$ cat src/rtl/mips_defs.sv
// Shared MIPS core definitions: reset vector, NOP word and jump-select encodings.
package mips_defs;

  localparam int unsigned XLEN = 32;

  localparam logic [XLEN-1:0] RESET_PC_DEFAULT = 32'h0000_3000;
  localparam logic [XLEN-1:0] NOP_WORD         = 32'h0000_0000;

  typedef enum logic [1:0] {
    JUMP_NONE = 2'd0,
    JUMP_IMM  = 2'd1,
    JUMP_REG  = 2'd2,
    JUMP_RSVD = 2'd3
  } jump_op_e;

endpackage

$ cat src/rtl/npc_calc.sv
// Combinational next-PC target mux: register jump > immediate jump > branch > sequential.
module npc_calc
  import mips_defs::*;
(
  input  logic [XLEN-1:0] pc,
  input  logic [XLEN-1:0] id_pc,
  input  logic            branch,
  input  jump_op_e        jump_op,
  input  logic [15:0]     imm16,
  input  logic [25:0]     imm26,
  input  logic [XLEN-1:0] rs_value,
  output logic [XLEN-1:0] seq_pc,
  output logic [XLEN-1:0] target,
  output logic            take
);

  logic [XLEN-1:0] id_pc_plus4;
  logic [XLEN-1:0] branch_off;

  always_comb begin
    seq_pc      = pc + 32'd4;
    id_pc_plus4 = id_pc + 32'd4;
    branch_off  = {{14{imm16[15]}}, imm16, 2'b00};
    target      = seq_pc;
    take        = 1'b0;
    // reserved encoding falls through to the branch/sequential path
    case (jump_op)
      JUMP_REG: begin
        target = rs_value;
        take   = 1'b1;
      end
      JUMP_IMM: begin
        target = {id_pc_plus4[31:28], imm26, 2'b00};
        take   = 1'b1;
      end
      default: begin
        if (branch) begin
          target = id_pc_plus4 + branch_off;
          take   = 1'b1;
        end
      end
    endcase
  end

endmodule

$ cat src/rtl/fetch_pc_unit.sv
// Fetch PC register and IF/ID pipeline register with stall and delay-slot redirect.
module fetch_pc_unit
  import mips_defs::*;
#(
  parameter logic [31:0] RESET_PC  = RESET_PC_DEFAULT,
  parameter logic [31:0] NOP_INSTR = NOP_WORD
) (
  input  logic        clk,
  input  logic        reset,
  input  logic        stall,
  input  logic        branch,
  input  logic [1:0]  jump_op,
  input  logic [15:0] imm16,
  input  logic [25:0] imm26,
  input  logic [31:0] rs_value,
  input  logic [31:0] im_instr,
  output logic [31:0] pc,
  output logic [31:0] id_pc,
  output logic [31:0] id_instr,
  output logic        id_valid,
  output logic        id_adel,
  output logic        redirect
);

  logic [XLEN-1:0] seq_pc;
  logic [XLEN-1:0] target;
  logic            take;
  logic [XLEN-1:0] next_pc;

  npc_calc u_npc_calc (
    .pc       (pc),
    .id_pc    (id_pc),
    .branch   (branch),
    .jump_op  (jump_op_e'(jump_op)),
    .imm16    (imm16),
    .imm26    (imm26),
    .rs_value (rs_value),
    .seq_pc   (seq_pc),
    .target   (target),
    .take     (take)
  );

  // decisions on the reset bubble or during a stall are dropped
  always_comb begin
    redirect = take & ~stall & id_valid;
    next_pc  = redirect ? target : seq_pc;
  end

  always_ff @(posedge clk or posedge reset) begin
    if (reset) begin
      pc       <= RESET_PC;
      id_pc    <= RESET_PC;
      id_instr <= NOP_INSTR;
      id_valid <= 1'b0;
      id_adel  <= 1'b0;
    end else if (!stall) begin
      pc       <= next_pc;
      id_pc    <= pc;
      id_instr <= im_instr;
      id_valid <= 1'b1;
      id_adel  <= |pc[1:0];
    end
  end

endmodule

$ cat config.mk
export PLATFORM = sky130hd
export DESIGN_NAME = fetch_pc_unit
export DESIGN_NICKNAME = d
export VERILOG_FILES = /design/src/rtl/mips_defs.sv /design/src/rtl/npc_calc.sv /design/src/rtl/fetch_pc_unit.sv
export SDC_FILE = /design/constraint.sdc
export NUM_CORES = 1
export LEC_CHECK = 0
export CORE_ASPECT_RATIO = 0.7
export CORE_MARGIN = 2
export CORE_UTILIZATION = 40
export CTS_CLUSTER_SIZE = 25
export DETAILED_ROUTE_END_ITERATION = 6
export PLACE_DENSITY_LB_ADDON = 0.12
export SLEW_MARGIN = 10
export SYNTH_ARGS = -nofsm -noshare
export SYNTH_HDL_FRONTEND = slang
export SYNTH_SLANG_ARGS = --single-unit
$ cat constraint.sdc
create_clock -name clk -period 3.7 [get_ports clk]
set_clock_uncertainty 0.15 [all_clocks]
set_input_delay 0.37 -clock clk [delete_from_list [all_inputs] [get_ports clk]]
set_output_delay 0.37 -clock clk [all_outputs]
set_load 0.02 [all_outputs]
==> run summary <==
* complete, no violations — run status
* 0 — diode count
* 98 — number of flip-flops and latches in the synthesized netlist
* 0.173 ns — hold slack final
* 7 — number of iterations in the first detailed-routing pass
* 2 — worst hold stages
* 20.2 um — drt wl/cell
* 211 — top-level I/O count
* 0.278 mV — Peak supply drop
* register — sort of element at the end of the critical path
* pc[29] — reg-to-reg critical path endpoint
* 1186 — Final Net Count
* 3.80 ns — endpoint required time on the critical path
* register — Worst Setup Start Kind
* compound AO/OA/AOI/OAI gates — dominant combinational cell family by area after synthesis
* 773 — post-synthesis instance total
* 0.276 — GRT Resource Usage Total
* 3 — level count of the clock H-tree
* 0.139 ns — fin worst setup slack
* 0.39 ns — largest stage delay on the critical path
* -0.0764 ns — setup slack after placement
* 0.0624 — parity-gate share of the synthesized area counting xor and xnor cells
* id_pc[7] — Critical R2R Launch
* sky130_fd_sc_hd__ha_1 — cell with the biggest individual delay on the critical path
* 0.345 — sequential share of the synthesized area
* 556 nW/um2 — PwrDens
* and4_4 > nand3_2 > or2_2 > buf_4 > xnor2_1 > ha_1 > nand2_1 > o21ai_1 > a22oi_1 > and2_4 > a211oi_2 > o41ai_2 > nor3b_1 > o41ai_2 — ordered cell list for the critical path
* 1.00 — async set or reset register ratio after synthesis
* sky130_fd_sc_hd__clkbuf_16 — clock root buffer
* 164 um — Chip Width
* 0.0695 — fraction of the mapped netlist area in adder cells
* 281 MHz — Peak Freq
* 0.14 ns — worst-case register-to-register setup slack
* 18900 um2 — Die Outline Area
* 0.08 ns — clock transition at the registers of the reported paths
* 7000 — via count of the first global-routing pass
* in -> reg — Hold/Removal Path Class
* id_valid — endpoint of the worst hold-timing path
* 7130 um2 — Post-Synthesis Cell Area
* 0 — Post-synth EDFFs
* 210 — buffers added on ports
* 0.218 — fraction of layout instances using a drive strength above 1
* 0.963 — Final Cycle Share
* 0 — antenna violations before repair
* 0 ns — setup TNS
* 0 — hold buffers post-CTS
* 3.56 ns — min cycle time layout
* 0.0995 — portion of netlist area occupied by mux cells
* true — RSZ-0062 raised after global routing
* 0 — number of hold-slack violations in the final timing report
* 9.23 um2 — Mapped Avg Cell Area
* 0 — max-capacitance violation count
* 0 — global-route congestion overflow total
* 78 — number of distinct library cells after synthesis
* 40100 um — first-pass GRT wire length
* 14 — number of cell instances on the worst register-to-register path
* 0 — Final setup violation count
* 5.72 — Avg Vias per Cell
* 116 um — y dimension of the die
* 924 — Synth Net Count
* 0 — DRC Markers
* 4.16 nW — Leakage Power
* sky130_fd_sc_hd__o41ai_2 — most prevalent standard cell on the critical path
* 6 — largest fanout on the critical path
* 40 — Site Rows
* 748 — iteration-0 DRC count of the detailed router
* 0.218 — Compound-Gate Fraction of Synth Area
* stall — launch instance of the worst min-delay path
* 9 — clock buffers created by TritonCTS
* 80 — maximum number of pins on one net before global-route repair
* 0.341 — Slew Limit Headroom
* 2 — CTS Buffer Depth
* 0 — max-slew violations
* 0.167 — simple-gate area share of the yosys netlist
* 19700 um — Final HPWL DP
* 98 — CTS Sinks
* 0.37 ns — clock latency of the later-clocked register in the worst-skew pair
* 3.67 ns — Crit path arrival time
* 25700 um — post-detailed-routing wire length
* 0.412 — effective utilization at floorplan
* 45.5% — relative area change from synthesis to final layout
* 0.994 — weighted congestion reported at the end of routability-driven placement
* 0 — Antenna Violating Nets Remaining
* sky130_fd_sc_hd__dfrtp_1 — prevailing post-synth register cell
* 0 — count of yosys warnings during synthesis
* 17300 um2 — core area
* 7276 — via total after detailed routing
* 1 — Buffers & Inverters on Critical Path
* simple AND/OR/NAND/NOR gates — family with the most delay on the worst path
* reg -> reg — category of the critical setup timing path
* built — TritonCTS clock tree
* 0.988 ns — transition time of the tightest slew-check pin
-- cells by family after synthesis --
| logic type | Yosys count |
|---|---|
| multiplexers | 63 |
| XOR/XNOR | 50 |
| buffers and inverters | 60 |
| adder cells (fa/ha/maj) | 39 |
| AND/OR/NAND/NOR | 233 |
| AO/OA/AOI/OAI | 230 |
| flip-flops | 98 |
-- Yosys cell counts, types with 4 or more instances --
master                      n  area, um2
sky130_fd_sc_hd__nor3_1    15       75.1
sky130_fd_sc_hd__a21o_1     9       67.6
sky130_fd_sc_hd__dfrtp_1   94       2350
sky130_fd_sc_hd__nand3_1   33        165
sky130_fd_sc_hd__o21ai_0   43        215
sky130_fd_sc_hd__xor2_1    13        114
sky130_fd_sc_hd__o21bai_1   5       37.5
sky130_fd_sc_hd__inv_1     22       82.6
sky130_fd_sc_hd__o21a_1     4       30.0
sky130_fd_sc_hd__a211oi_1   9       67.6
sky130_fd_sc_hd__o22a_1     4       35.0
sky130_fd_sc_hd__nor2_1    54        203
sky130_fd_sc_hd__mux2_2    63        709
sky130_fd_sc_hd__nor2b_1    5       31.3
sky130_fd_sc_hd__a31oi_1    6       37.5
sky130_fd_sc_hd__buf_2      4       20.0
sky130_fd_sc_hd__nand2_1   53        199
sky130_fd_sc_hd__and3_1     6       37.5
sky130_fd_sc_hd__nor4_1     5       31.3
sky130_fd_sc_hd__o211ai_1   6       45.0
sky130_fd_sc_hd__dfstp_2    4        105
sky130_fd_sc_hd__clkbuf_1  24       90.1
sky130_fd_sc_hd__o21ai_1    5       25.0
sky130_fd_sc_hd__and2_1     7       43.8
sky130_fd_sc_hd__a221o_1    9       90.1
sky130_fd_sc_hd__ha_1      38        475
sky130_fd_sc_hd__a221oi_1  21        184
sky130_fd_sc_hd__or3_1      4       25.0
sky130_fd_sc_hd__clkbuf_8   4       55.1
sky130_fd_sc_hd__o22ai_1    7       43.8
sky130_fd_sc_hd__xnor2_1   36        315
sky130_fd_sc_hd__and4_1     5       43.8
sky130_fd_sc_hd__a21oi_1   69        345
sky130_fd_sc_hd__nand4_1   21        131
-- layer usage --
metal  vias to the layer above  global-route usage  share of wire  routed length [um]
met1                      3477               0.428           0.48               12300
li1                       3424                   -              -                   -
met2                       348               0.377           0.41               10600
met3                        27              0.0694           0.10                2580
met5                         -                   0              0                   0
met4                         0              0.0643          0.012                 304
-- worst reg2reg max path: cells and delay by family, from the launching register on --
family	cells	cell delay [ns]
buffers and inverters	1	0.15
and+or+nand+nor	6	1.12
xor gates and xnor gates	1	0.13
DFF	1	0.38
AOI/OAI and AO/OA	5	1.12
adders and majority gates	1	0.39
-- worst max-delay path by stage --
stage	slack, ns	cells past startpoint	end	from
after CTS	0.01	14	pc[29]	id_pc[7]
after global routing	-0.01	17	pc[31]	id_pc[7]
after detailed placement	-0.08	15	pc[29]	id_pc[7]
final	0.14	14	pc[29]	id_pc[7]
after global placement	-0.002	15	pc[31]	id_pc[13]
after floorplan	0.14	14	pc[29]	id_pc[6]
-- area by class of cell --
cell class / instances / area, um2
clock buffer: 9 / 225
clock inverter: 7 / 81.3
fill: 1585 / 6940
inverter: 23 / 88.8
multi-input combinational: 615 / 4550
sequential: 98 / 2460
tap: 231 / 289
timing repair buffer: 288 / 2690
-- what timing repair did --
action                     CTS  global route
hold endpoints to repair     0             0
pin swaps                    1            10
setup buffers                1             2
setup endpoints to repair    3            14
gates resized for setup      7            37
-- where the power goes --
part | internal, mW | switching [mW] | leakage [nW]
clock network | 0.483 | 0.496 | 0.150
logic | 1.52 | 1.65 | 2.88
registers | 1.31 | 0.307 | 1.14
-- state kept, by name, summed over array words and instances, names as in the netlist --
signal / flops
id_instr: 32
pc: 32
id_pc: 32
id_valid: 1
id_adel: 1
-- metrics by stage --
step / total power, mW / std cells / cell area, um2 / util
global placement: 4.65 / 1252 / 9900 / 0.572
CTS: 5.67 / 1269 / 10200 / 0.591
floorplan: 3.35 / 773 / 7130 / -
global route: 6.13 / 1271 / 10400 / 0.599
finish: 5.78 / 1271 / 10400 / 0.599
detailed placement: 4.65 / 1252 / 9900 / 0.572
-- cells in the final DEF, fill, tap and decap left out, types with 4 or more instances in the layout --
cell type and instances:
sky130_fd_sc_hd__a211oi_1 5, sky130_fd_sc_hd__a211oi_2 5, sky130_fd_sc_hd__a21o_1 9, sky130_fd_sc_hd__a21oi_1 67, sky130_fd_sc_hd__a21oi_2 4, sky130_fd_sc_hd__a221o_1 9, sky130_fd_sc_hd__a221oi_1 21, sky130_fd_sc_hd__a31oi_1 6
sky130_fd_sc_hd__and2_1 7, sky130_fd_sc_hd__and3_1 6, sky130_fd_sc_hd__and4_1 4, sky130_fd_sc_hd__buf_4 78, sky130_fd_sc_hd__clkbuf_16 9, sky130_fd_sc_hd__clkdlybuf4s50_1 209, sky130_fd_sc_hd__dfrtp_1 93, sky130_fd_sc_hd__dfstp_2 4
sky130_fd_sc_hd__ha_1 35, sky130_fd_sc_hd__inv_1 21, sky130_fd_sc_hd__mux2_2 63, sky130_fd_sc_hd__nand2_1 53, sky130_fd_sc_hd__nand3_1 32, sky130_fd_sc_hd__nand4_1 21, sky130_fd_sc_hd__nor2_1 53, sky130_fd_sc_hd__nor3_1 13
sky130_fd_sc_hd__nor3_2 4, sky130_fd_sc_hd__o211ai_1 6, sky130_fd_sc_hd__o21a_1 4, sky130_fd_sc_hd__o21ai_0 36, sky130_fd_sc_hd__o21ai_1 9, sky130_fd_sc_hd__o21bai_1 5, sky130_fd_sc_hd__o22a_1 4, sky130_fd_sc_hd__o22ai_1 7
sky130_fd_sc_hd__xnor2_1 35, sky130_fd_sc_hd__xor2_1 13
No activity file was read; power rests on OpenSTA's default activity.
